**src/rtl/cp0_exc_ctrl_pkg.sv**
```systemverilog
// Shared definitions for the CP0 exception sequencer: flag levels,
// sequencer states and the Cause.ExcCode values it can raise.
package cp0_exc_ctrl_pkg;

  localparam logic ENABLE  = 1'b1;
  localparam logic DISABLE = 1'b0;

  typedef enum logic [2:0] {
    S_IDLE,
    S_FLUSH,
    S_COMMIT,
    S_REDIRECT,
    S_ERET_RET
  } exc_state_t;

  localparam logic [4:0] EXC_INT  = 5'd0;
  localparam logic [4:0] EXC_ADEL = 5'd4;
  localparam logic [4:0] EXC_ADES = 5'd5;
  localparam logic [4:0] EXC_SYS  = 5'd8;
  localparam logic [4:0] EXC_BP   = 5'd9;
  localparam logic [4:0] EXC_RI   = 5'd10;
  localparam logic [4:0] EXC_OV   = 5'd12;

endpackage

```
**src/rtl/cp0_exc_ctrl_addr_align_check.sv**
```systemverilog
// Combinational misalignment detection for instruction fetch and data
// access, plus the address that BadVAddr should capture.
module addr_align_check
  import cp0_exc_ctrl_pkg::*;
(
  input  logic [31:0] pc,
  input  logic [31:0] addr,
  input  logic        rd,
  input  logic        wr,
  input  logic        half,
  output logic        fetch_mis,
  output logic        load_mis,
  output logic        store_mis,
  output logic [31:0] fault_addr
);

  logic data_mis;

  // Byte accesses never misalign; halfwords need bit 0 clear, words bits 1:0.
  always_comb begin
    fetch_mis  = (pc[1:0] != 2'b00);
    data_mis   = half ? addr[0] : (addr[1:0] != 2'b00);
    load_mis   = rd & data_mis;
    store_mis  = wr & ~rd & data_mis;
    fault_addr = fetch_mis ? pc : addr;
  end

endmodule

```
**src/rtl/cp0_exc_ctrl.sv**
```systemverilog
// Exception sequencer driving the CP0 write side, pipeline flush/stall and
// PC redirect. Optional macro CP0_EXC_DELAY_SLOT_EN adds branch-delay-slot
// handling (in_delay_slot input, cause_bd output).
module cp0_exc_ctrl
  import cp0_exc_ctrl_pkg::*;
#(
  parameter logic [31:0] EXC_VECTOR = 32'hBFC0_0380
) (
  input  logic        clk,
  input  logic        rst,
  input  logic [31:0] pc_mem,
  input  logic        mem_valid,
  input  logic [31:0] mem_addr,
  input  logic        mem_rd,
  input  logic        mem_wr,
  input  logic        mem_half,
  input  logic        exc_sys,
  input  logic        exc_bp,
  input  logic        exc_ri,
  input  logic        exc_ov,
  input  logic        eret,
  input  logic        int_pending,
  input  logic        status_exl,
  input  logic [31:0] epc_in,
`ifdef CP0_EXC_DELAY_SLOT_EN
  input  logic        in_delay_slot,
  output logic        cause_bd,
`endif
  output logic        addr_err,
  output logic [31:0] badvaddr_p,
  output logic        epc_w,
  output logic [31:0] epc_p,
  output logic        cause_w,
  output logic [4:0]  exc_code,
  output logic        exl_set,
  output logic        exl_clr,
  output logic        flush,
  output logic        stall,
  output logic        pc_redirect,
  output logic [31:0] redirect_pc
);

  exc_state_t  state, state_nxt;
  logic        fetch_mis, load_mis, store_mis;
  logic [31:0] fault_addr;
  logic        exc_take, eret_take, det_adr;
  logic [4:0]  det_code;
  logic [31:0] det_epc;

  logic [4:0]  pend_code;
  logic [31:0] pend_badv, pend_epc;
  logic        pend_adr, pend_epc_we;
  logic [31:0] badv_r, epc_r, redir_r;
  logic [4:0]  code_r;
`ifdef CP0_EXC_DELAY_SLOT_EN
  logic        pend_bd, bd_r;
`endif

  addr_align_check u_align (
    .pc         (pc_mem),
    .addr       (mem_addr),
    .rd         (mem_rd),
    .wr         (mem_wr),
    .half       (mem_half),
    .fetch_mis  (fetch_mis),
    .load_mis   (load_mis),
    .store_mis  (store_mis),
    .fault_addr (fault_addr)
  );

  // Prioritised exception detection; ERET only when no exception competes.
  always_comb begin
    exc_take = DISABLE;
    det_adr  = DISABLE;
    det_code = EXC_INT;
    if (mem_valid) begin
      if (int_pending && !status_exl) begin
        exc_take = ENABLE;  det_code = EXC_INT;
      end else if (fetch_mis) begin
        exc_take = ENABLE;  det_code = EXC_ADEL; det_adr = ENABLE;
      end else if (exc_ri) begin
        exc_take = ENABLE;  det_code = EXC_RI;
      end else if (exc_sys) begin
        exc_take = ENABLE;  det_code = EXC_SYS;
      end else if (exc_bp) begin
        exc_take = ENABLE;  det_code = EXC_BP;
      end else if (exc_ov) begin
        exc_take = ENABLE;  det_code = EXC_OV;
      end else if (load_mis) begin
        exc_take = ENABLE;  det_code = EXC_ADEL; det_adr = ENABLE;
      end else if (store_mis) begin
        exc_take = ENABLE;  det_code = EXC_ADES; det_adr = ENABLE;
      end
    end
    eret_take = mem_valid & eret & ~exc_take;
`ifdef CP0_EXC_DELAY_SLOT_EN
    det_epc = in_delay_slot ? (pc_mem - 32'd4) : pc_mem;
`else
    det_epc = pc_mem;
`endif
  end

  // State register.
  always_ff @(posedge clk or posedge rst) begin
    if (rst) state <= S_IDLE;
    else     state <= state_nxt;
  end

  // Next state and one-cycle strobes decoded from the current state.
  always_comb begin
    state_nxt   = state;
    flush       = 1'b0;
    stall       = 1'b0;
    cause_w     = 1'b0;
    exl_set     = 1'b0;
    exl_clr     = 1'b0;
    addr_err    = 1'b0;
    epc_w       = 1'b0;
    pc_redirect = 1'b0;
    case (state)
      S_IDLE: begin
        if (exc_take)       state_nxt = S_FLUSH;
        else if (eret_take) state_nxt = S_ERET_RET;
      end
      S_FLUSH: begin
        flush     = 1'b1;
        stall     = 1'b1;
        state_nxt = S_COMMIT;
      end
      S_COMMIT: begin
        stall     = 1'b1;
        cause_w   = 1'b1;
        exl_set   = 1'b1;
        addr_err  = pend_adr;
        epc_w     = pend_epc_we;
        state_nxt = S_REDIRECT;
      end
      S_REDIRECT: begin
        stall       = 1'b1;
        pc_redirect = 1'b1;
        state_nxt   = S_IDLE;
      end
      S_ERET_RET: begin
        flush       = 1'b1;
        exl_clr     = 1'b1;
        pc_redirect = 1'b1;
        state_nxt   = S_IDLE;
      end
      default: state_nxt = S_IDLE;
    endcase
  end

  // Capture at detection, publish on entry to COMMIT so the visible buses
  // only change alongside their write strobes and hold otherwise.
  always_ff @(posedge clk or posedge rst) begin
    if (rst) begin
      pend_code   <= '0;
      pend_badv   <= '0;
      pend_epc    <= '0;
      pend_adr    <= 1'b0;
      pend_epc_we <= 1'b0;
      badv_r      <= '0;
      epc_r       <= '0;
      code_r      <= '0;
      redir_r     <= '0;
`ifdef CP0_EXC_DELAY_SLOT_EN
      pend_bd     <= 1'b0;
      bd_r        <= 1'b0;
`endif
    end else begin
      if (state == S_IDLE && exc_take) begin
        pend_code   <= det_code;
        pend_badv   <= fault_addr;
        pend_epc    <= det_epc;
        pend_adr    <= det_adr;
        pend_epc_we <= ~status_exl;
`ifdef CP0_EXC_DELAY_SLOT_EN
        pend_bd     <= in_delay_slot;
`endif
      end
      if (state == S_IDLE && eret_take) redir_r <= epc_in;
      if (state == S_FLUSH) begin
        code_r <= pend_code;
        if (pend_adr)    badv_r <= pend_badv;
        if (pend_epc_we) epc_r  <= pend_epc;
`ifdef CP0_EXC_DELAY_SLOT_EN
        bd_r   <= pend_bd;
`endif
      end
      if (state == S_COMMIT) redir_r <= EXC_VECTOR;
    end
  end

  assign badvaddr_p  = badv_r;
  assign epc_p       = epc_r;
  assign exc_code    = code_r;
  assign redirect_pc = redir_r;
`ifdef CP0_EXC_DELAY_SLOT_EN
  assign cause_bd    = bd_r;
`endif

endmodule

```
**config.mk**
```make
export PLATFORM = sky130hd
export DESIGN_NAME = cp0_exc_ctrl
export DESIGN_NICKNAME = d
export VERILOG_FILES = /design/src/rtl/cp0_exc_ctrl_pkg.sv /design/src/rtl/cp0_exc_ctrl_addr_align_check.sv /design/src/rtl/cp0_exc_ctrl.sv
export SDC_FILE = /design/constraint.sdc
export NUM_CORES = 1
export LEC_CHECK = 0
export CAP_MARGIN = 40
export CORE_UTILIZATION = 35
export DETAILED_ROUTE_END_ITERATION = 10
export SYNTH_ARGS = -nofsm -noshare
export SYNTH_HDL_FRONTEND = slang
export SYNTH_SLANG_ARGS = --single-unit
```
**constraint.sdc**
```tcl
create_clock -name clk -period 8.4 [get_ports clk]
set_clock_uncertainty 0.1 [all_clocks]
set_input_delay 1.68 -clock clk [delete_from_list [all_inputs] [get_ports clk]]
set_output_delay 1.68 -clock clk [all_outputs]
set_load 0.02 [all_outputs]
```
After elaboration in Yosys (flattened, before gate mapping)
Cells that the tools add are included.
Widths: inputs -> output; s select.
- word-level logic and storage cells: 75
- memories kept: 0
- bits in read-only memories: 0
- register bits after elaboration: 175
- memory bits (writable): 0
- output and inout port bits: 109
- latch bits: 0
- $add $sub $neg: 0
- $mul: 0
- muxes and demuxes: 39
- div/mod/pow operators: 0
- order comparisons: 0
- bitwise gates (word level): 8
- eq/ne operators: 5
- shift operators: 0
- reductions and logical operators: 13
- operators by type and width (cell ; count):
    $mux 32 ; 3
    $mux 4 ; 7
    $mux 1 ; 24
    $mux 3 ; 4
    $pmux 3 s3 ; 1
    $eq 3x2->1 const B ; 2
    $reduce_bool 2->1 ; 3
    $and 1x1->1 ; 5
    $reduce_and 2->1 ; 2
    $reduce_or 2->1 ; 2
    $eq 3x1->1 const B ; 1
    $eq 3x3->1 const B ; 1
    $logic_and 1x1->1 ; 3
    $logic_not 3->1 ; 1
    $ne 3x3->1 const B ; 1
    $not 1->1 ; 3
    $reduce_or 3->1 ; 1
    $logic_not 1->1 ; 1

Depth between registers and ports, before layout
- word-level depth: 17
- mapped depth: 7

By module
Synthesis repeated with hierarchy kept, for this count alone.
- cell total of the unflattened synthesis: 526
- area total of the unflattened synthesis: 7370.8 µm²
- modules (own cells, without submodules) (module ; seq. area each (µm²) ; cells an instance ; times used ; area each (µm²)):
    cp0_exc_ctrl ; 4329.2 ; 483 ; 1 ; 6820.3
    addr_align_check ; 0.0 ; 43 ; 1 ; 550.5

Least setup slack after synthesis
Ideal clock, no wire load.
- path type: input port to flip-flop
- from: in exc_ri
- to: reg pend_epc[0]
- path slack: 4.766 ns
- cell stages on the path: 6
- path buffers: 2
- data arrival time: 3.406 ns
- cell sequence: or4_1 -> or3_4 -> o21ai_4 -> buf_6 -> buf_6 -> mux2_1
- longest elaborated chain between the ends: 5
- ends and longest elaborated chain (item ; RTL line ; RTL):
    start, declared ; cp0_exc_ctrl.sv:19 ; input logic exc_ri,
    $mux 1 ; cp0_exc_ctrl.sv:81 ; end else if (exc_ri) begin
    $mux 1 ; cp0_exc_ctrl.sv:79 ; end else if (fetch_mis) begin
    $mux 1 ; cp0_exc_ctrl.sv:77 ; if (int_pending && !status_exl) begin
    $mux 1 ; cp0_exc_ctrl.sv:76 ; if (mem_valid) begin
    $logic_and 1x1->1 ; cp0_exc_ctrl.sv:171 ; if (state == S_IDLE && exc_take) begin
    end signal, assigned ; cp0_exc_ctrl.sv:174 ; pend_epc <= det_epc;
    end, declared ; cp0_exc_ctrl.sv:51 ; logic [31:0] pend_badv, pend_epc;
No other way between the ends.
A chain may end at the register's enable or synchronous reset.

Final worst setup path
- from: in pc_mem[0]
- to: reg pend_badv[4]
- longest elaborated chain between the ends: 5
- elaborated cells on any way between the ends: 6
- those cells by class: 4 x mux; 2 x reduce/logical
- ends and longest elaborated chain (item ; RTL line ; RTL):
    start, declared ; cp0_exc_ctrl.sv:11 ; input logic [31:0] pc_mem,
    $reduce_bool 2->1 (*) ; cp0_exc_ctrl_addr_align_check.sv:21 ; fetch_mis = (pc[1:0] != 2'b00);
    $mux 1 ; cp0_exc_ctrl.sv:79 ;
    $mux 1 ; cp0_exc_ctrl.sv:77 ;
    $mux 1 ; cp0_exc_ctrl.sv:76 ;
    $logic_and 1x1->1 ; cp0_exc_ctrl.sv:171 ;
    end signal, assigned ; cp0_exc_ctrl.sv:173 ; pend_badv <= fault_addr;
    end, declared ; cp0_exc_ctrl.sv:51 ;
Mark *: on every way between the ends. The rest lies on a longest branch, timed or not.

==> qor.yml <==
run_status:
  outcome: "complete, no violations"
placement:
  place.gp.congestion: 0.828
  dp_hpwl_microns: 12300
  port_buffers: 216
floorplanning:
  start_util: 0.358
  num_io_pins: 218
  rows: 52
  die_h_microns: 146
  core-area_sq_mm: 0.0202
  dieWidth_microns: 146
  dieArea_sq_mm: 0.0213
clock_network:
  cts_buffer_depth: 2
  cts_setup_buffers: 0
  post_cts_resized: 0
  clk_pin_slew_worst_paths_ps: 60
  ctsHoldBuffers: 0
  cts_tree: "built"
  clockRootBuffer: "clkbuf_16"
  cts.sinks: 173
  htreeDepth: 4
  numCtsBuffers: 17
  clock_latency_ps: 420
worst_setup_path:
  path_max_fanout: 40
  crit_path_top_delay_cell: "or2_2"
  end_kind: "flop"
  required_ps: 8600
  cp.arrival_ps: 4780
  cpPeakStageDelay_ps: 650
  path_class: "input pin to flop"
  path_cells: "clkdlybuf4s50_1 > or2_2 > or3_4 > o21ai_4 > buf_12 > buf_4 > mux2_2"
  cp-start-kind: "input pin"
grt:
  grt_pass1_wl_microns: 28700
  grt-ovfl-total: 0
  grt_pass1_vias: 5383
  track_usage: 0.173
  antenna_found_initial: 0
  grt_max_degree: 89
synth:
  ys_types: 31
  muxShareOfSynthArea: 0.254
  syn_inst: 580
  synth_adder_area_share: 0
  syn_area_sq_mm: 0.00724
  yosysSeqAreaShare: 0.598
  ys_warn_count: 0
  synthSimpleGateAreaFrac: 0.0874
  synth_top_family_by_area: "multiplexers"
  synth_compound_area_frac: 0.0154
  ys_seq_elements: 173
  syn_avg_cell_area_sq_um: 12.5
  syn-num-nets: 689
  synth_xor_area_frac: 0
routing:
  via_per_inst: 4.57
  dr.pass1.iters: 4
  vias: 4934
  drtAntennaViolNets: 0
  drtIter0Drc: 211
  drc: 0
  routedWlPerCell_microns: 16.2
  drt-total-wl_microns: 17500
sta:
  worst_slew_pin_slew_ps: 830
  setup_tns_ps: 0
  layout_min_cycle_time_ps: 4590
  min_period_over_period: 0.546
  drv_slew: 0
  hold_violations: 0
  relSlewSlack: 0.447
  setup-violations-final: 0
  fmax_ghz: 0.218
  rsz0062_at_grt: "false"
power:
  ir_drop_uv: 154
  power_leakage_nw: 4.52
  p_per_area_mw_per_mm2: 336
worst_hold_path:
  hp-class: "flop to flop"
cells_and_area:
  final_util: 0.511
  area_growth_syn_to_layout_pct: 42.8
  finalNetCount: 906
  final_common_cell: "clkdlybuf4s50_1"
  diodes: 0
  drive_gt1_frac: 0.214
  final_cell_mix: "216 x clkdlybuf4s50_1, 173 x dfrtp_1, 126 x mux2_2"
run:
  maxCapViolations: 0
cells in the mapped netlist:
| master | instances | area (sq um) |
|---|---|---|
| a21boi_0 | 1 | 7.51 |
| a21o_1 | 2 | 15.0 |
| a21oi_1 | 3 | 15.0 |
| a22oi_1 | 1 | 7.51 |
| and3_1 | 1 | 6.26 |
| buf_1 | 1 | 3.75 |
| buf_4 | 7 | 52.6 |
| buf_6 | 5 | 56.3 |
| clkbuf_1 | 15 | 56.3 |
| conb_1 | 1 | 3.75 |
| dfrtp_1 | 173 | 4330 |
| inv_1 | 42 | 158 |
| mux2_1 | 6 | 67.6 |
| mux2_2 | 126 | 1420 |
| mux2i_1 | 35 | 350 |
| nand2_1 | 118 | 443 |
| nand3b_1 | 1 | 7.51 |
| nor2_1 | 23 | 86.3 |
| nor2b_1 | 2 | 12.5 |
| nor3_4 | 1 | 16.3 |
| nor3b_1 | 1 | 7.51 |
| nor4b_2 | 1 | 15.0 |
| o211ai_1 | 1 | 7.51 |
| o21ai_0 | 5 | 25.0 |
| o21ai_4 | 1 | 16.3 |
| o22a_1 | 1 | 8.76 |
| o31a_1 | 1 | 8.76 |
| or2_2 | 1 | 6.26 |
| or3_1 | 1 | 6.26 |
| or3_4 | 1 | 11.3 |
| or4_1 | 2 | 15.0 |
per-layer routing:
layer,up-vias,GRT usage,wire [microns]
li1,2338,-,-
met1,2454,0.220,7890
met4,0,0.0632,265
met3,19,0.0439,865
met5,-,0,0
met2,123,0.283,8430
metrics by stage:
step / cell area [sq um] / power (mW) / cells / hold slack, ps / setup slack (ps)
after floorplan: 7240 / 2.14 / 580 / 344 / 1930
after global placement: 9630 / 2.69 / 1042 / 361 / 2960
after detailed placement: 9790 / 2.76 / 1048 / 377 / 3390
after CTS: 10300 / 3.52 / 1079 / 391 / 3820
after global routing: 10300 / 3.67 / 1079 / 407 / 3700
final: 10300 / 3.48 / 1079 / 387 / 3810
critical path: cells and delay by family:
family	cells	cell delay, ps
AOI/OAI and AO/OA	1	230
buffers and inverters	3	1230
muxes	1	400
and+or+nand+nor	2	1180
worst paths after layout:
kind	end	start	cells after the start	slack (ps)
worst max-delay path	pend_badv[4]$_DFFE_PP0P_	pc_mem[0]	7	3810
min in group asynchronous	badvaddr_p[27]$_DFFE_PP0P_	rst	2	1470
worst min-delay path	pend_code[3]$_DFFE_PP0P_	pend_code[3]$_DFFE_PP0P_	1	390
worst min register to register	pend_code[3]$_DFFE_PP0P_	pend_code[3]$_DFFE_PP0P_	1	390
worst max register to register	pend_epc[1]$_DFFE_PP0P_	state[2]$_DFFE_PP0P_	5	6040
max in group asynchronous	redirect_pc[23]$_DFFE_PP0P_	rst	5	5490
sequential cells by signal, summed over array words and instances (netlist names):
signal and cells:
badvaddr_p 32, state 3, exc_code 4, pend_epc 32, pend_badv 32, pend_code 4, redirect_pc 32, epc_p 32
pend_adr 1, pend_epc_we 1
cell type report:
type                       count  area (sq um)
multi-input combinational    337          2610
clock buffer                  22           464
timing repair buffer         226          2350
sequential                   173          4330
tap                          270           338
clock inverter                 9          87.6
fill                        1788          9900
inverter                      42           163
report_power, final:
group          total, mW  internal [mW]  leakage (nW)  switching [mW]
clock network      0.745          0.423         0.259           0.322
logic               1.38          0.754          2.19           0.626
registers           1.35           1.18          2.07           0.172
total               3.48           2.36          4.52            1.12
logic make-up after synthesis:
family / after synthesis
buf+inv: 70
mux: 167
flops: 173
compound gates: 16
simple gates: 153
other cells: 1
No activity file was read; power rests on OpenSTA's default activity.
